`src/rtl/seq_ctrl_ws.sv`:
```
// seq_ctrl_ws: multi-cycle sequencer for an 8-opcode accumulator CPU with
// memory wait states, bus-error timeout, halt/resume and single-step.
//
// Ports
//   clk        clock, rising edge
//   rst        asynchronous, active-low reset
//   opcode     instruction opcode from the IR data path (captured in ILOAD)
//   zero       accumulator-is-zero flag (used by SKZ in EXEC)
//   mem_ack    memory completes the current read/write (wait states only)
//   resume     leave HALT
//   step_en    single-step mode: hold in ADDR until a step pulse
//   step       single-step advance pulse
//   mem_rd, mem_wr, load_ir, inc_pc, load_ac, load_pc, halt, err
//              data-path / memory controls, decoded from the registered state
//   state_o    current state encoding
//   instr_cnt  retired-instruction count, wraps modulo 2**IC_W
module seq_ctrl_ws #(
    parameter int unsigned TIMEOUT = 8,   // no-ack cycles before bus error, 0 = off
    parameter int unsigned TO_W    = 4,   // wait counter width, TIMEOUT < 2**TO_W
    parameter int unsigned IC_W    = 16   // retired-instruction counter width
) (
    input  logic            clk,
    input  logic            rst,
    input  logic [2:0]      opcode,
    input  logic            zero,
    input  logic            mem_ack,
    input  logic            resume,
    input  logic            step_en,
    input  logic            step,
    output logic            mem_rd,
    output logic            mem_wr,
    output logic            load_ir,
    output logic            inc_pc,
    output logic            load_ac,
    output logic            load_pc,
    output logic            halt,
    output logic            err,
    output logic [3:0]      state_o,
    output logic [IC_W-1:0] instr_cnt
);

    typedef enum logic [3:0] {
        S_ADDR    = 4'd0,
        S_IFETCH  = 4'd1,
        S_ILOAD   = 4'd2,
        S_DECODE  = 4'd3,
        S_OPFETCH = 4'd4,
        S_EXEC    = 4'd5,
        S_STORE   = 4'd6,
        S_HALT    = 4'd7,
        S_ERR     = 4'd8
    } state_t;

    localparam logic [2:0] OP_HLT = 3'b000;
    localparam logic [2:0] OP_SKZ = 3'b001;
    localparam logic [2:0] OP_STO = 3'b110;
    localparam logic [2:0] OP_JMP = 3'b111;

    localparam bit TO_EN = (TIMEOUT != 0);
    // Counter value on the last tolerated no-ack cycle; unused when TO_EN=0.
    localparam logic [TO_W-1:0] TO_LAST = TO_EN ? TO_W'(TIMEOUT - 1) : '0;

    state_t          state_q,  state_d;
    logic [2:0]      opcode_q, opcode_d;
    logic [TO_W-1:0] wcnt_q,   wcnt_d;
    logic [IC_W-1:0] icnt_q,   icnt_d;

    logic            is_alu;
    logic            wait_state;
    logic            to_hit;

    // ALU class is ADD, AND, XOR, LDA (010..101)
    assign is_alu     = (opcode_q >= 3'b010) && (opcode_q <= 3'b101);
    assign wait_state = (state_q == S_IFETCH) || (state_q == S_OPFETCH) ||
                        (state_q == S_STORE);
    // Only meaningful when no ack arrives this cycle; an ack always wins.
    assign to_hit     = TO_EN && (wcnt_q == TO_LAST);

    // Next-state, opcode capture, wait counter and retire counter
    always_comb begin
        state_d  = state_q;
        opcode_d = opcode_q;
        wcnt_d   = '0;          // cleared whenever not in a wait state
        icnt_d   = icnt_q;

        if (wait_state && !mem_ack) begin
            if (to_hit) state_d = S_ERR;
            else        wcnt_d  = wcnt_q + TO_W'(1);
        end

        case (state_q)
            S_ADDR: begin
                if (!(step_en && !step)) state_d = S_IFETCH;
            end
            S_IFETCH: begin
                if (mem_ack) state_d = S_ILOAD;
            end
            S_ILOAD: begin
                opcode_d = opcode;
                state_d  = S_DECODE;
            end
            S_DECODE: begin
                if (opcode_q == OP_HLT) begin
                    state_d = S_HALT;
                    icnt_d  = icnt_q + IC_W'(1);
                end else if (opcode_q == OP_STO) begin
                    state_d = S_STORE;
                end else if (opcode_q == OP_SKZ || opcode_q == OP_JMP) begin
                    state_d = S_EXEC;
                end else begin
                    state_d = S_OPFETCH;
                end
            end
            S_OPFETCH: begin
                if (mem_ack) state_d = S_EXEC;
            end
            S_EXEC: begin
                state_d = S_ADDR;
                icnt_d  = icnt_q + IC_W'(1);
            end
            S_STORE: begin
                if (mem_ack) begin
                    state_d = S_ADDR;
                    icnt_d  = icnt_q + IC_W'(1);
                end
            end
            S_HALT: begin
                if (resume) state_d = S_ADDR;
            end
            S_ERR: begin
                state_d = S_ERR;
            end
            default: begin
                state_d = S_ADDR;
            end
        endcase
    end

    // State and counters
    always_ff @(posedge clk or negedge rst) begin
        if (!rst) begin
            state_q  <= S_ADDR;
            opcode_q <= '0;
            wcnt_q   <= '0;
            icnt_q   <= '0;
        end else begin
            state_q  <= state_d;
            opcode_q <= opcode_d;
            wcnt_q   <= wcnt_d;
            icnt_q   <= icnt_d;
        end
    end

    // Control decode; only state_q, opcode_q and zero feed it, so reset
    // clears every output as soon as state_q returns to ADDR.
    always_comb begin
        mem_rd  = 1'b0;
        mem_wr  = 1'b0;
        load_ir = 1'b0;
        inc_pc  = 1'b0;
        load_ac = 1'b0;
        load_pc = 1'b0;
        halt    = 1'b0;
        err     = 1'b0;
        case (state_q)
            S_IFETCH:  mem_rd = 1'b1;
            S_ILOAD: begin
                mem_rd  = 1'b1;
                load_ir = 1'b1;
            end
            S_DECODE:  inc_pc = 1'b1;
            S_OPFETCH: mem_rd = 1'b1;
            S_EXEC: begin
                if (is_alu) begin
                    mem_rd  = 1'b1;
                    load_ac = 1'b1;
                end else if (opcode_q == OP_SKZ) begin
                    inc_pc = zero;
                end else if (opcode_q == OP_JMP) begin
                    load_pc = 1'b1;
                end
            end
            S_STORE:   mem_wr = 1'b1;
            S_HALT:    halt   = 1'b1;
            S_ERR: begin
                err  = 1'b1;
                halt = 1'b1;
            end
            default: ;
        endcase
    end

    assign state_o   = state_q;
    assign instr_cnt = icnt_q;

endmodule

```
`config.mk`:
```
export PLATFORM = sky130hd
export DESIGN_NAME = seq_ctrl_ws
export DESIGN_NICKNAME = d
export VERILOG_FILES = /design/src/rtl/seq_ctrl_ws.sv
export SDC_FILE = /design/constraint.sdc
export NUM_CORES = 1
export LEC_CHECK = 0
export ABC_AREA = 1
export BUFFER_PORTS_ARGS = -buffer_cell sky130_fd_sc_hd__buf_2
export CAP_MARGIN = 15
export CORE_UTILIZATION = 45
export CTS_CLUSTER_SIZE = 16
export DETAILED_ROUTE_END_ITERATION = 7
export PLACE_DENSITY = 0.68
export SKIP_CTS_REPAIR_TIMING = 1
export SLEW_MARGIN = 0
export SYNTH_ARGS = -nofsm -noshare
export SYNTH_HDL_FRONTEND = slang
export SYNTH_SLANG_ARGS = --single-unit
```
`constraint.sdc`:
```
create_clock -name clk -period 3 [get_ports clk]
set_input_delay 0.15 -clock clk [delete_from_list [all_inputs] [get_ports clk]]
set_output_delay 0.15 -clock clk [all_outputs]
set_load 0.03 [all_outputs]
```
# Word-level counts from Yosys, hierarchy flattened
# Cells that the tools add are included.
# totals
regBits	27
in_bits	10
output_inout_bits	28
wordCells	66
# classes
n_addsub	2
magnitude_cmp	2
eq_ne	14
mux	30
n_reduce_logical	14
# op_table
operator	n
$pmux W16 S3	1
$mux W4	9
$mux W16	2
$pmux W4 S8	1
$eq A4 B3 Y1 const B	5
$add A16 B1 Y16 const B	1
$mux W1	13
$eq A4 B2 Y1 const B	2
$eq A3 B3 Y1 const B	2
$add A4 B1 Y4 const B	1
$eq A4 B1 Y1 const B	1
$eq A4 B4 Y1 const B	1
$logic_not A4 Y1	1
$mux W2	2
$ne A2 B2 Y1 const B	2
$pmux W1 S2	2
$eq A3 B1 Y1 const B	1
$ge A3 B2 Y1 const B	1
$le A3 B3 Y1 const B	1
$logic_and A1 B1 Y1	3
$logic_not A3 Y1	1
$logic_or A1 B1 Y1	3
$reduce_and A3 Y1	1
$reduce_bool A3 Y1	1
other kinds (3)	4

# Logic depth before layout (Yosys ltp)
# Gate-level depths: netlist (run 1).
# logic_depth
ltp_word	7
mapped_depth	9
depth_no_buf	9

# Least setup slack after synthesis (run 1)
# Ideal clock, no wire load.
# synth_path
kind	register to output
from	register state_q[1], in the netlist state_o[1]
to	output port halt
arrival_time_ns	1.849
required_ns	2.850
slack_ns	1.001
path_stages_with_launch	6
n_path_buf	0
cell_sequence	dfrtp_1 -> nor2_1 -> inv_1 -> nor3_1 -> inv_1 -> nand2_1
# synth_via
elab_chain_cells	3
elab_cells_between_ends	4
classes_between	2 x eq/ne; 1 x mux; 1 x reduce/logical
# synth_rtl
item	line	rtl
from (decl)	63	state_t state_q, state_d;
from (signal assigned)	147	state_q <= state_d;
$eq A4 B4 Y1 or $eq A4 B3 Y1 (tied branches)	165	case (state_q)
$reduce_or A2 Y1 (no line) *	-	
$mux W1 *	165	
to (decl)	36	output logic halt,
# Every way passes the cells marked *; elsewhere a longest branch is shown, timed or not.

# Worst setup path in the final report (run 1)
# layout_path
from	register state_q[2], in the netlist state_o[2]
to	output port mem_rd
# layout_via
elab_chain_cells	3
elab_cells_between_ends	6
classes_between	4 x eq/ne; 1 x mux; 1 x reduce/logical
# layout_rtl
item	line	rtl
$eq A4 B1 Y1, or another cell as far along	165	
$reduce_or A3 Y1 (no line)	-	
$pmux W1 S2 *	165	
to (decl)	30	output logic mem_rd,
# Marked as above.

==> impl_results.md, run 1 <==
- Slew headroom: just under 60%
- Place WS: 1.24 ns
- Total Wirelength: ~3.9 mm
- Peak VDD IR: between 0.0005 and 0.0006 V
- Initial core utilization: 47.4%
- Worst slew pin tran: 0.620 ns
- PortBufs: 37
- Worst setup margin: about 1.1 ns
- Ant diodes: 0
- Slew Limit Fails: 0
- First-pass GRT wire length: roughly 6.7 mm
- Post-Syn Instances: ~250
- Total negative setup slack: 0 ns
- Syn nets: roughly 260
- CTS tree: built
- Slowest stage delay, CP: roughly 0.46 ns
- Hold Crit Class: in2reg
- Warnings, synthesis: 0
- RSZ-0062 raised after global routing: false
- Area growth, synth to finish: 15.3%
- Worst EP arrival: roughly 1.7 ns
- Clock skew: 0.00314 ns
- Max Freq: ~0.54 GHz
- Worst-case clock buffer depth: 2
- Sink Count: 27
- Reg clk slew, reported paths: about 0.090 ns
- Core area: around 3700 um2
- CTS root buf: clkbuf_8
- Chip Height: roughly 65 um
- Clock latency on the worst-skew pair: 0.27 ns
- HPWL Detailed: approximately 3 mm
- PwrDens: 810 nW/um2
- Initial DRC count: 86
- Die Wd: ~65 um
- Final setup viols: 0
- Global route total overflow: 0
- Distinct cell type count after synthesis: 26
- Number of global-route vias before repair: between 1500 and 2000
- ANT nets after route: 0
- Crit-path cells: inv_2 -> nand2_2 -> nor2_1 -> nand2_1 -> inv_1 -> nor3_1 -> o21ai_0 -> buf_2
- Largest net degree at the start of global routing: 28
- CTS H-Tree Depth: 1
- Total GRT Usage: 20.8%
- Tmin final: about 1.9 ns
- Routed length per placed instance: between 10 and 15 um
- WP data required: roughly 2.9 ns
- Via count: ~1600
- Register area share after synthesis: about two fifths
- I/O pin count: 38
- Gpl congestion: approximately 0.94
- Endpoints failing hold: 0
- Commonest non-fill, non-tap cell in the layout: nand2_1
- Synth Cell Area: 1760 um2
- Startpoint types: flip-flop
- Leak Pwr: about 1.1 nW
- Die ar.: approximately 4200 um2
- Initial antenna violation count: 0
- Vias/cell: 4.88
- Share of layout cells above drive strength 1: about a quarter
- Num CTS Buffers: 3
- Max_cap viols: 0
- FF+latch count, synth: 27
- Kind of critical path: reg2out
- Fill cells: about 400
- Std-Cell Rows: 22
- Status: finished, final reports clean
- DRC: 0
- Max FO, Critical Path: 7
- Fin nets: roughly 300
- Nature of the critical path endpoint: primary output
- Final period utilization: ~62%
- Most frequent cells in the layout: 87 x nand2_1, 37 x buf_2, 28 x nor2_1
- DRT Pass-1 Iters: 4
- Crit-path slowest cell: dfrtp_1
- Avg Cell Area, Syn: slightly above 7 um2
## per-layer routing
layer  vias up  GRT usage, %  part of all wire (%)
met5         -             0                     0
met4         0          8.33                  0.95
met3         4          4.58                   4.6
met2        30          33.8                    46
met1       745          26.5                    49
li1        865             -                     -
## worst paths after layout
| kind | from | end | slack (ns) | cells after the start |
|---|---|---|---|---|
| setup / recovery | state_o[2] | mem_rd | 1.13 | 8 |
| hold / removal | opcode[2] | opcode_q[2] | 0.07 | 3 |
| max in group asynchronous | rst | instr_cnt[7] | 2.18 | 2 |
| setup reg to reg | state_o[0] | instr_cnt[15] | 1.22 | 9 |
| min in group asynchronous | rst | wcnt_q[2] | 0.42 | 2 |
| hold reg to reg | wcnt_q[0] | wcnt_q[0] | 0.48 | 1 |
## cells in the mapped netlist
cell type | n | area (um2)
a21oi_1 | 2 | 10.0
o21ai_0 | 2 | 10.0
dfrtp_1 | 27 | 676
ha_1 | 2 | 25.0
nor3_2 | 1 | 10.0
nor3_1 | 11 | 55.1
inv_1 | 25 | 93.8
o21ai_2 | 8 | 70.1
xor2_1 | 5 | 43.8
nor2_2 | 2 | 12.5
nand2_2 | 9 | 56.3
buf_12 | 1 | 20.0
buf_6 | 1 | 11.3
o21ai_1 | 1 | 5.00
nor2_1 | 28 | 105
xnor2_1 | 2 | 17.5
o31ai_1 | 1 | 7.51
nor2_8 | 1 | 20.0
nor2_4 | 2 | 22.5
inv_2 | 5 | 18.8
or2_1 | 1 | 6.26
nand3b_1 | 1 | 7.51
nand4_1 | 6 | 37.5
nand2_1 | 87 | 327
nand3_1 | 17 | 85.1
nand3_2 | 1 | 10.0
## logic make-up (layout without fill, tap and decap cells)
kind of cell             Yosys count  count (layout)  share of synthesized area, %
adder cells (fa/ha/maj)            2               2                          1.42
AO/OA/AOI/OAI                     14              14                          5.82
AND/OR/NAND/NOR                  167             167                          42.8
flip-flops                        27              27                          38.3
XOR/XNOR                           7               7                          3.48
buffers and inverters             32              72                          8.16
## state kept, by name, summed over array words and instances, names as in the netlist
| signal | count |
|---|---|
| instr_cnt | 16 |
| state_o | 4 |
| wcnt_q | 4 |
| opcode_q | 3 |
## cell type report
type	count	area [um2]	area share, %
clock buffer	4	45.0	2.22
inverter	30	113	5.54
multi-input combinational	190	943	46.4
sequential	27	676	33.3
tap	48	60.1	2.96
timing repair buffer	38	195	9.61
## per-stage QoR
stage / instance area (um2) / instances / hold slack, ns / util (%) / total power, mW
2_1_floorplan: 1760 / 249 / -0.146 / - / 1.28
3_3_place_gp: 1980 / 332 / 0.203 / 53.2 / 1.44
3_5_place_dp: 1980 / 332 / 0.204 / 53.2 / 1.45
4_1_cts: 2020 / 336 / -0.100 / 54.4 / 1.66
5_1_grt: 2030 / 337 / 0.0798 / 54.7 / 1.79
6_report: 2030 / 337 / 0.0701 / 54.7 / 1.65
## power by group
| group | switching (mW) | internal (mW) |
|---|---|---|
| sequential | 0.134 | 0.457 |
| combinational | 0.590 | 0.258 |
| clock | 0.111 | 0.0951 |
| total | 0.835 | 0.811 |
## critical path: cells and delay by family (launching register included)
| kind | cells | cell delay, ns |
|---|---|---|
| flops | 1 | 0.46 |
| compound gates | 1 | 0.08 |
| buf+inv | 3 | 0.48 |
| simple gates | 4 | 0.42 |
(Power assumes the default switching activity.)
==> inputs of run 2 (changes only) <==
--- a/config.mk
+++ b/config.mk
@@ -11,7 +11,7 @@
 export CORE_UTILIZATION = 45
 export CTS_CLUSTER_SIZE = 16
 export DETAILED_ROUTE_END_ITERATION = 7
-export PLACE_DENSITY = 0.68
+export PLACE_DENSITY = 0.71
 export SKIP_CTS_REPAIR_TIMING = 1
 export SLEW_MARGIN = 0
 export SYNTH_ARGS = -nofsm -noshare
==> constraint.sdc (replaced) <==
create_clock -name clk -period 1.55 [get_ports clk]
set_input_delay 0.0775 -clock clk [delete_from_list [all_inputs] [get_ports clk]]
set_output_delay 0.0775 -clock clk [all_outputs]
set_load 0.03 [all_outputs]
==> run 2 against run 1 <==
  * The run now ends with negative hold slack left
  * Sequential share of layout area down 4.0 points
  * Global-route usage rose by 0.81 points
  * Power increased by 130%
  * Clock skew increased by 0.00078 ns
  * Non-clock buffer count increased by 17
  * Cell area up 14%
  * Count of clock-buffer cells in the layout unchanged
  * Register-to-register slack lost 1.2 ns
  * First-iteration DRC count is 29% higher
  * Die area unchanged
  * Core utilization grew 7.8 points
  * Flip-flop and latch count did not move
  * Critical endpoint unchanged
==> impl_results.md, run 2 (synthesis results as in run 1) <==
- Initial core utilization: roughly 47%
- Comb power frac: around 60%
- DRT Pass-1 Iters: 4
- Placed Cells: approximately 340
- Share of layout cells above drive strength 1: between 30 and 40%
- Die ar.: 4170 um2
- CTS root buf: clkbuf_8
- Max reg flops: 16
- Placed inst area: roughly 2100 um2
- Slew Limit Fails: 0
- Total Wirelength: 4.39 mm
- HPWL Detailed: approximately 3.0 mm
- Initial DRC count: roughly 110
- Core area: around 3700 um2
- Std-Cell Rows: 22
- Area growth, synth to finish: 31.7%
- Most frequent cells in the layout: 84 x nand2_1, 33 x buf_2, 25 x nor2_1
- Ant diodes: 0
- Post-route total power: ~3.8 mW
- Hold Crit Class: in2reg
- DRC: 0
- Switching power: between 1.5 and 2 mW
- Clock skew: ~0.0039 ns
- Worst hold slack: -0.0153 ns
- P_int: 1.93 mW
- PwrDens: between 1500 and 2000 nW/um2
- Startpoint types: flip-flop
- Place WS: slightly below 0.09 ns
- Worst EP arrival: ~1.5 ns
- CTS H-Tree Depth: 1
- RSZ-0062 raised after global routing: true
- Final setup viols: 0
- Total negative setup slack: 0 ns
- Max Freq: around 0.65 GHz
- Worst setup margin: about 0.017 ns
- Fin nets: about 320
- Gpl congestion: 0.876
- Max FO, Critical Path: 4
- Worst-case clock buffer depth: 2
- Slew headroom: approximately 58%
- WP data required: around 1.5 ns
- Commonest non-fill, non-tap cell in the layout: nand2_1
- Total GRT Usage: a little over a fifth
- PortBufs: 37
- Violated checks: negative hold slack
- Clock latency on the worst-skew pair: roughly 0.28 ns
- Initial antenna violation count: 0
- Core Util, Final: between 60% and 70%
- ANT nets after route: 0
- Largest net degree at the start of global routing: 28
- Nature of the critical path endpoint: primary output
- Via count: between 1500 and 2000
- Vias/cell: around 5.0
- Sw Ratio: between 40% and 50%
- Die Wd: between 60 and 70 um
- I/O pin count: 38
- Global route total overflow: 0
- Endpoints failing hold: 2
- Clock power share: a little over a tenth
- Routed length per placed instance: around 12 um
- Sink Count: 27
- Final instance area: 2320 um2
- Leak Pwr: 1.20 nW
- Tmin final: roughly 1.5 ns
- Number of global-route vias before repair: around 1600
- Max_cap viols: 0
- Sequential share of power: a little under 30%
- Status: complete, but fails checks
- First-pass GRT wire length: slightly above 7 mm
- Num CTS Buffers: 3
- CTS tree: built
- Worst slew pin tran: 0.629 ns
- Peak VDD IR: between 0.0009 and 0.001 V
- Kind of critical path: reg2out
- Post-Layout Cell Count: approximately 350
- Reg clk slew, reported paths: 0.09 ns
- Chip Height: between 60 and 70 um
- Final period utilization: between 90% and 100%
## run 2: cell count changes in the layout (fill, tap and decap cells not counted), moves of 4 or more
cell,before,now
nor3_1,11,7
buf_2,37,33
buf_4,0,13
nor2_4,2,6
buf_6,0,6
## run 2: cell type report
type | count | area, um2
Inverter | 30 | 118
Timing Repair Buffer | 55 | 370
Multi-Input combinational cell | 190 | 1050
Clock buffer | 4 | 45.0
Tap cell | 48 | 60.1
Fill cell | 336 | 1390
Sequential cell | 27 | 679
## run 2: power groups by stage
stage          clock, mW  sequential [mW]  combinational (mW)
2_1_floorplan          0             1.35                1.18
3_3_place_gp           0             1.11                1.90
3_5_place_dp           0             1.12                1.92
4_1_cts            0.430             1.11                1.93
5_1_grt            0.449             1.16                2.46
6_report           0.413             1.12                2.26
## run 2: worst paths after layout
kind	slack, ns	end	depth (start not counted)	startpoint
setup / recovery	0.02	mem_rd	8	state_o[3]
hold / removal	-0.02	opcode_q[1]	3	opcode[1]
setup reg to reg	0.05	instr_cnt[11]	9	state_o[3]
min in group asynchronous	0.35	wcnt_q[3]	2	rst
hold reg to reg	0.48	wcnt_q[0]	1	wcnt_q[0]
max in group asynchronous	0.76	state_o[1]	2	rst
## run 2: critical path, stage by stage (launching register included)
cell and delay (ns):
dfrtp_2 0.47, inv_4 0.10, nand2_4 0.08, nor2_1 0.09, nand2_1 0.08, inv_2 0.09
nor3_2 0.05, o21ai_2 0.06, buf_6 0.15
## run 2: per-layer routing
metal | wire (um) | GRT usage (%) | up-vias
met5 | 0 | 0 | -
li1 | - | - | 896
met3 | 154 | 2.29 | 15
met1 | 2060 | 29.2 | 819
met4 | 133 | 8.33 | 0
met2 | 2040 | 35.3 | 53
